<file path="src/rtl/cnt8_edge_counter.sv">
// Up/down event counter stepped by synchronised transitions of the toggle-stage output.
// Provides parallel load, terminal-count pulse, sticky wrap flag and compare match.
module cnt8_edge_counter #(
  parameter int WIDTH       = 8,
  parameter int SYNC_STAGES = 2,
  parameter int EDGE_MODE   = 1
) (
  input  logic             CLK,
  input  logic             RST,
  input  logic             T_IN,
  input  logic             EN,
  input  logic             UP,
  input  logic             LOAD,
  input  logic [WIDTH-1:0] LOAD_VAL,
  input  logic [WIDTH-1:0] CMP_VAL,
  input  logic             CLR_FLAGS,
  output logic [WIDTH-1:0] COUNT,
  output logic             EDGE,
  output logic             TC,
  output logic             OVF,
  output logic             MATCH
);

  localparam logic [WIDTH-1:0] ONE = WIDTH'(1);

  logic [SYNC_STAGES-1:0] sync_q, sync_d;
  logic                   p_q, p_d;
  logic [WIDTH-1:0]       count_q, count_d;
  logic                   tc_q, tc_d;
  logic                   ovf_q, ovf_d;
  logic                   s_last;
  logic                   edge_det;

  assign s_last = sync_q[SYNC_STAGES-1];

  // Edge strobe is a function of flop outputs only, so it is glitch-free w.r.t. T_IN.
  assign edge_det = (EDGE_MODE != 0) ? (s_last ^ p_q) : (s_last & ~p_q);

  always_comb begin
    sync_d  = {sync_q[SYNC_STAGES-2:0], T_IN};
    p_d     = s_last;
    count_d = count_q;
    tc_d    = 1'b0;
    if (LOAD) begin
      count_d = LOAD_VAL;
    end else if (EN && edge_det) begin
      if (UP) begin
        count_d = count_q + ONE;
        tc_d    = &count_q;
      end else begin
        count_d = count_q - ONE;
        tc_d    = ~|count_q;
      end
    end
    // A wrap in the same cycle as a clear keeps the flag set.
    ovf_d = tc_d | (ovf_q & ~CLR_FLAGS);
  end

  always_ff @(posedge CLK or posedge RST) begin
    if (RST) begin
      sync_q  <= '0;
      p_q     <= 1'b0;
      count_q <= '0;
      tc_q    <= 1'b0;
      ovf_q   <= 1'b0;
    end else begin
      sync_q  <= sync_d;
      p_q     <= p_d;
      count_q <= count_d;
      tc_q    <= tc_d;
      ovf_q   <= ovf_d;
    end
  end

  assign COUNT = count_q;
  assign EDGE  = edge_det;
  assign TC    = tc_q;
  assign OVF   = ovf_q;
  assign MATCH = (count_q == CMP_VAL);

endmodule

</file>
<file path="config.mk">
export PLATFORM = sky130hd
export DESIGN_NAME = cnt8_edge_counter
export DESIGN_NICKNAME = d
export VERILOG_FILES = /design/src/rtl/cnt8_edge_counter.sv
export SDC_FILE = /design/constraint.sdc
export NUM_CORES = 1
export LEC_CHECK = 0
export ABC_AREA = 1
export BUFFER_PORTS_ARGS = -buffer_cell sky130_fd_sc_hd__clkbuf_2
export CAP_MARGIN = 30
export CORE_UTILIZATION = 44
export CTS_CLUSTER_SIZE = 24
export DETAILED_ROUTE_END_ITERATION = 16
export PLACE_DENSITY = 0.74
export SLEW_MARGIN = 20
export SYNTH_ARGS = -nofsm -noshare
export SYNTH_HDL_FRONTEND = slang
export SYNTH_SLANG_ARGS = --single-unit
</file>
<file path="constraint.sdc">
create_clock -name CLK -period 1.4 [get_ports CLK]
set_input_delay 0.21 -clock CLK [delete_from_list [all_inputs] [get_ports CLK]]
set_output_delay 0.21 -clock CLK [all_outputs]
set_load 0.1 [all_outputs]
</file>
Word-level counts from Yosys, hierarchy flattened. Cells that the tools add are included.

Bits in registers: 13. Input port bits: 23. Output and inout bits: 12.

Add/sub/neg operators: 2. Equal/unequal tests: 1. Muxes and demuxes: 6. Bitwise operators: 4. Reductions and logical operators: 5.

Operator list (number): $mux 8 (3); $add 8x1->8 const B (1); $eq 8x8->1 (1); $reduce_and 8->1 (1); $reduce_or 8->1 (1); $sub 8x1->8 const B (1); $mux 1 (3); $reduce_bool 2->1 (1); $and 1x1->1 (1); $logic_and 1x1->1 (1); $logic_not 1->1 (1); $not 1->1 (1); $or 1x1->1 (1); $xor 1x1->1 (1).

Logic depth before layout (Yosys ltp).
Depth after elaboration: 6. Depth in mapped cells: 10. Depth with buffers taken out: 10.

Least setup slack after synthesis. No wires, ideal clock.

Kind: reg-to-output. Start point: reg count_q[0], in the netlist COUNT[0]. End point: out MATCH. Data arrival time: 2570 ps. Required time: 1190 ps. Path slack: -1380 ps. Cell stages (with the launch flop): 4. Buffers on the path: 0. Path through: dfrtp_1 xnor2_1 nand4_1 nor2_1.

Word-level cells in the longest chain between the ends: 1.

Ends and longest elaborated chain: from (decl) (line 28) `logic [WIDTH-1:0] count_q, count_d;`; from (signal assigned) (line 69) `count_q <= count_d;`; $eq 8x8->1 (line 79) `assign MATCH = (count_q == CMP_VAL);`; to (decl) (line 21) `output logic MATCH`.

No other way between the ends.

Final worst setup path.
Start point: reg count_q[2], in the netlist COUNT[2]. End point: out MATCH.

Same word-level chain as after synthesis.

==> results.yml <==
critical_path:
  cp_cell_sequence: "buf_6 -> xnor2_2 -> nand4_1 -> nor2_4 -> buf_12"
  cp.arrival_ps: 1690
  crit_type: "register to output port"
  startpoint_type: "register"
  r2r-end: "COUNT[7]$_DFFE_PP0P_"
  ff2ff_setup_slack_ps: -450
  reg2regPathDepth: 10
  r2r_start: "COUNT[2]$_DFFE_PP0P_"
  max_stage_delay_ps: 510
  critical_path_peak_fanout: 3
  required_ps: 1190
  cp-startpoint: "COUNT[2]$_DFFE_PP0P_"
  slowest_stage: "dfrtp_4"
  endpoint_kind: "output port"
  cp_num_buf_inv: 2
  cp_top_family: "flip-flops"
logic_synthesis:
  synth_top_area_frac: 0.322
  ys_seq_area_frac: 0.322
  synth_edf_count: 0
  syn_area_um2: 1010
  synth_top_cells_by_count: "nand2_1, nor2_1, inv_1, dfrtp_1, nand3_1"
  synth_ff_type: "dfrtp_1"
  synth_seq_cells: 13
  synth_cells: 140
  synthDistinctLibCells: 25
  synth_most_common_cell: "nand2_1"
  synth_area_leader_cell: "dfrtp_1"
  synthArstFlopShare: 1.00
  synth_area_leaders: "dfrtp_1, nand2_1, xnor2_1"
  synth_area_per_cell_um2: 7.22
  syn_nets: 170
  yosysWarnings: 0
grt:
  overflow: 0
  grt_pass1_wl_um: 6080
  grt_pass1_vias: 1291
  top_usage_layer: "met2"
  grt_start_max_net_pins: 14
  global_route.usage.met3: 0.0772
  met1_usage: 0.330
  grt_use_met2: 0.631
  antenna_found_initial: 0
  grt_usage: 0.343
pwr:
  peakVddDrop_v: 0.00122
  pwr-share-comb: 0.702
  p_per_area_nw_per_um2: 1410
  p_sw_w: 0.00134
  swShare: 0.494
  power.leakage_nw: 0.952
  pwr-share-seq: 0.193
  p_clk_frac: 0.105
  power.internal_w: 0.00137
timing:
  rsz0062_at_grt: "yes"
  slew_headroom: 0.609
  final.setup.worst_slack_ps: -505
  holdWs_ps: 23.4
  post-route-min-period_ps: 1900
  fmax_mhz: 525
  fin_crit_sh: 1.36
  drv_slew: 0
  finalClockSkew_ps: 15.8
  hold_viol: 0
  setup-violations-final: 14
  worst_slew_pin_slew_ps: 586
finish:
  syn2layout_area_growth_pct: 90.8
  fin_cells: 236
  nNetsFinal: 240
  fill_cells: 71
  drive_above_1_share: 0.550
  antenna_cells: 0
hold_path:
  hold_end: "sync_q[0]$_DFF_PP0_"
  min_from: "T_IN"
  holdPathStages: 1
  hp-class: "input port to register"
placement:
  place_hpwl_um: 2360
  dp_cells: 217
  gp_congestion: 0.951
  io_buffers: 34
clocking:
  htreeDepth: 1
  cts_root_buf: "clkbuf_4"
  cts_tree: "yes"
  clockBufferDepth: 2
  cts.sinks: 13
  cts_buffers: 3
  insertion_delay_ps: 310
  clk_pin_slew_ps: 110
detailed_routing:
  wire_per_inst_um: 24.2
  vias: 1561
  first_pass_iters: 6
  drt_iter0_markers: 104
  routed_wl_um: 5710
  drc: 0
  ant_nets: 0
  vias_per_cell: 6.61
outcome:
  status: "complete, but fails checks"
  violations: "negative setup slack"
floorplan:
  fp.dieW_um: 49.9
  core_area_um2: 2060
  row_count: 16
  die_h_um: 49.9
  io_pins: 35
  initial_core_util: 0.490
  die_area_um2: 2490
job:
  maxCapViolations: 0
placed cells by master, fill, tap and decap left out, types with 2 or more instances in the layout:
| cell | instances |
|---|---|
| dfrtp_4 | 8 |
| nand2_2 | 8 |
| nand3_2 | 5 |
| a31oi_1 | 2 |
| nand4_1 | 2 |
| inv_1 | 14 |
| or2_1 | 2 |
| clkbuf_4 | 3 |
| nand3_1 | 8 |
| nor2_1 | 12 |
| clkbuf_2 | 23 |
| buf_6 | 15 |
| nand2_4 | 3 |
| buf_12 | 10 |
| inv_4 | 2 |
| nand2_1 | 33 |
| nand3b_1 | 3 |
| buf_4 | 16 |
| dfrtp_1 | 5 |
| nor2_4 | 3 |
| ha_4 | 5 |
| xnor2_1 | 4 |
| xnor2_2 | 5 |
cells by family after synthesis:
group / share of synthesized area
compound gates: 0.0446
simple gates: 0.389
fa+ha+maj: 0.0941
flops: 0.322
buf+inv: 0.0644
xor+xnor: 0.0866
per-stage QoR:
step / setup TNS [ps] / util / setup WS (ps) / power [W] / area (um2)
floorplan: -1490 / - / -282 / 0.00132 / 1050
global placement: -594 / 0.740 / -147 / 0.00180 / 1530
detailed placement: -1190 / 0.740 / -295 / 0.00185 / 1530
CTS: -1460 / 0.855 / -380 / 0.00230 / 1760
global route: -3700 / 0.936 / -518 / 0.00277 / 1930
finish: -3410 / 0.936 / -505 / 0.00271 / 1930
what timing repair did:
item / 4_1_cts / 5_1_grt
endpoints found under the setup margin: 10 / 12
resized for setup: 27 / 30
hold endpoints to repair: 13 / 0
hold buffers: 1 / 0
setup buffers: 8 / 9
pin swaps: 20 / 19
power groups by stage:
stage / Clock, W / Sequential, W / Combinational, W
3_3_place_gp: 0 / 0.000517 / 0.00129
4_1_cts: 0.000245 / 0.000514 / 0.00154
3_5_place_dp: 0 / 0.000517 / 0.00133
2_1_floorplan: 0 / 0.000884 / 0.000440
6_report: 0.000284 / 0.000524 / 0.00191
5_1_grt: 0.000282 / 0.000521 / 0.00196
registers in the layout (all words and copies together), names as in the netlist:
name and count:
TC 1, p_q 1, COUNT 8, OVF 1
sync_q 2
worst max path at each step:
stage | to | depth (start not counted)
floorplan | MATCH | 3
global placement | COUNT[5]$_DFFE_PP0P_ | 12
detailed placement | COUNT[5]$_DFFE_PP0P_ | 12
CTS | MATCH | 5
global route | MATCH | 5
finish | MATCH | 5
final cells by class:
type                       count  area, um2  area share
clock buffer                   4       26.3      0.0136
inverter                      16       65.1      0.0337
multi-input combinational    111        835       0.433
sequential                    13        355       0.184
tap                           27       33.8      0.0175
timing repair buffer          65        614       0.318
per-layer routing:
layer | vias up | share of wire
li1 | 593 | -
met1 | 700 | 0.31
met2 | 184 | 0.46
met3 | 84 | 0.12
met4 | 0 | 0.11
met5 | - | 0
(Power assumes the default switching activity.)
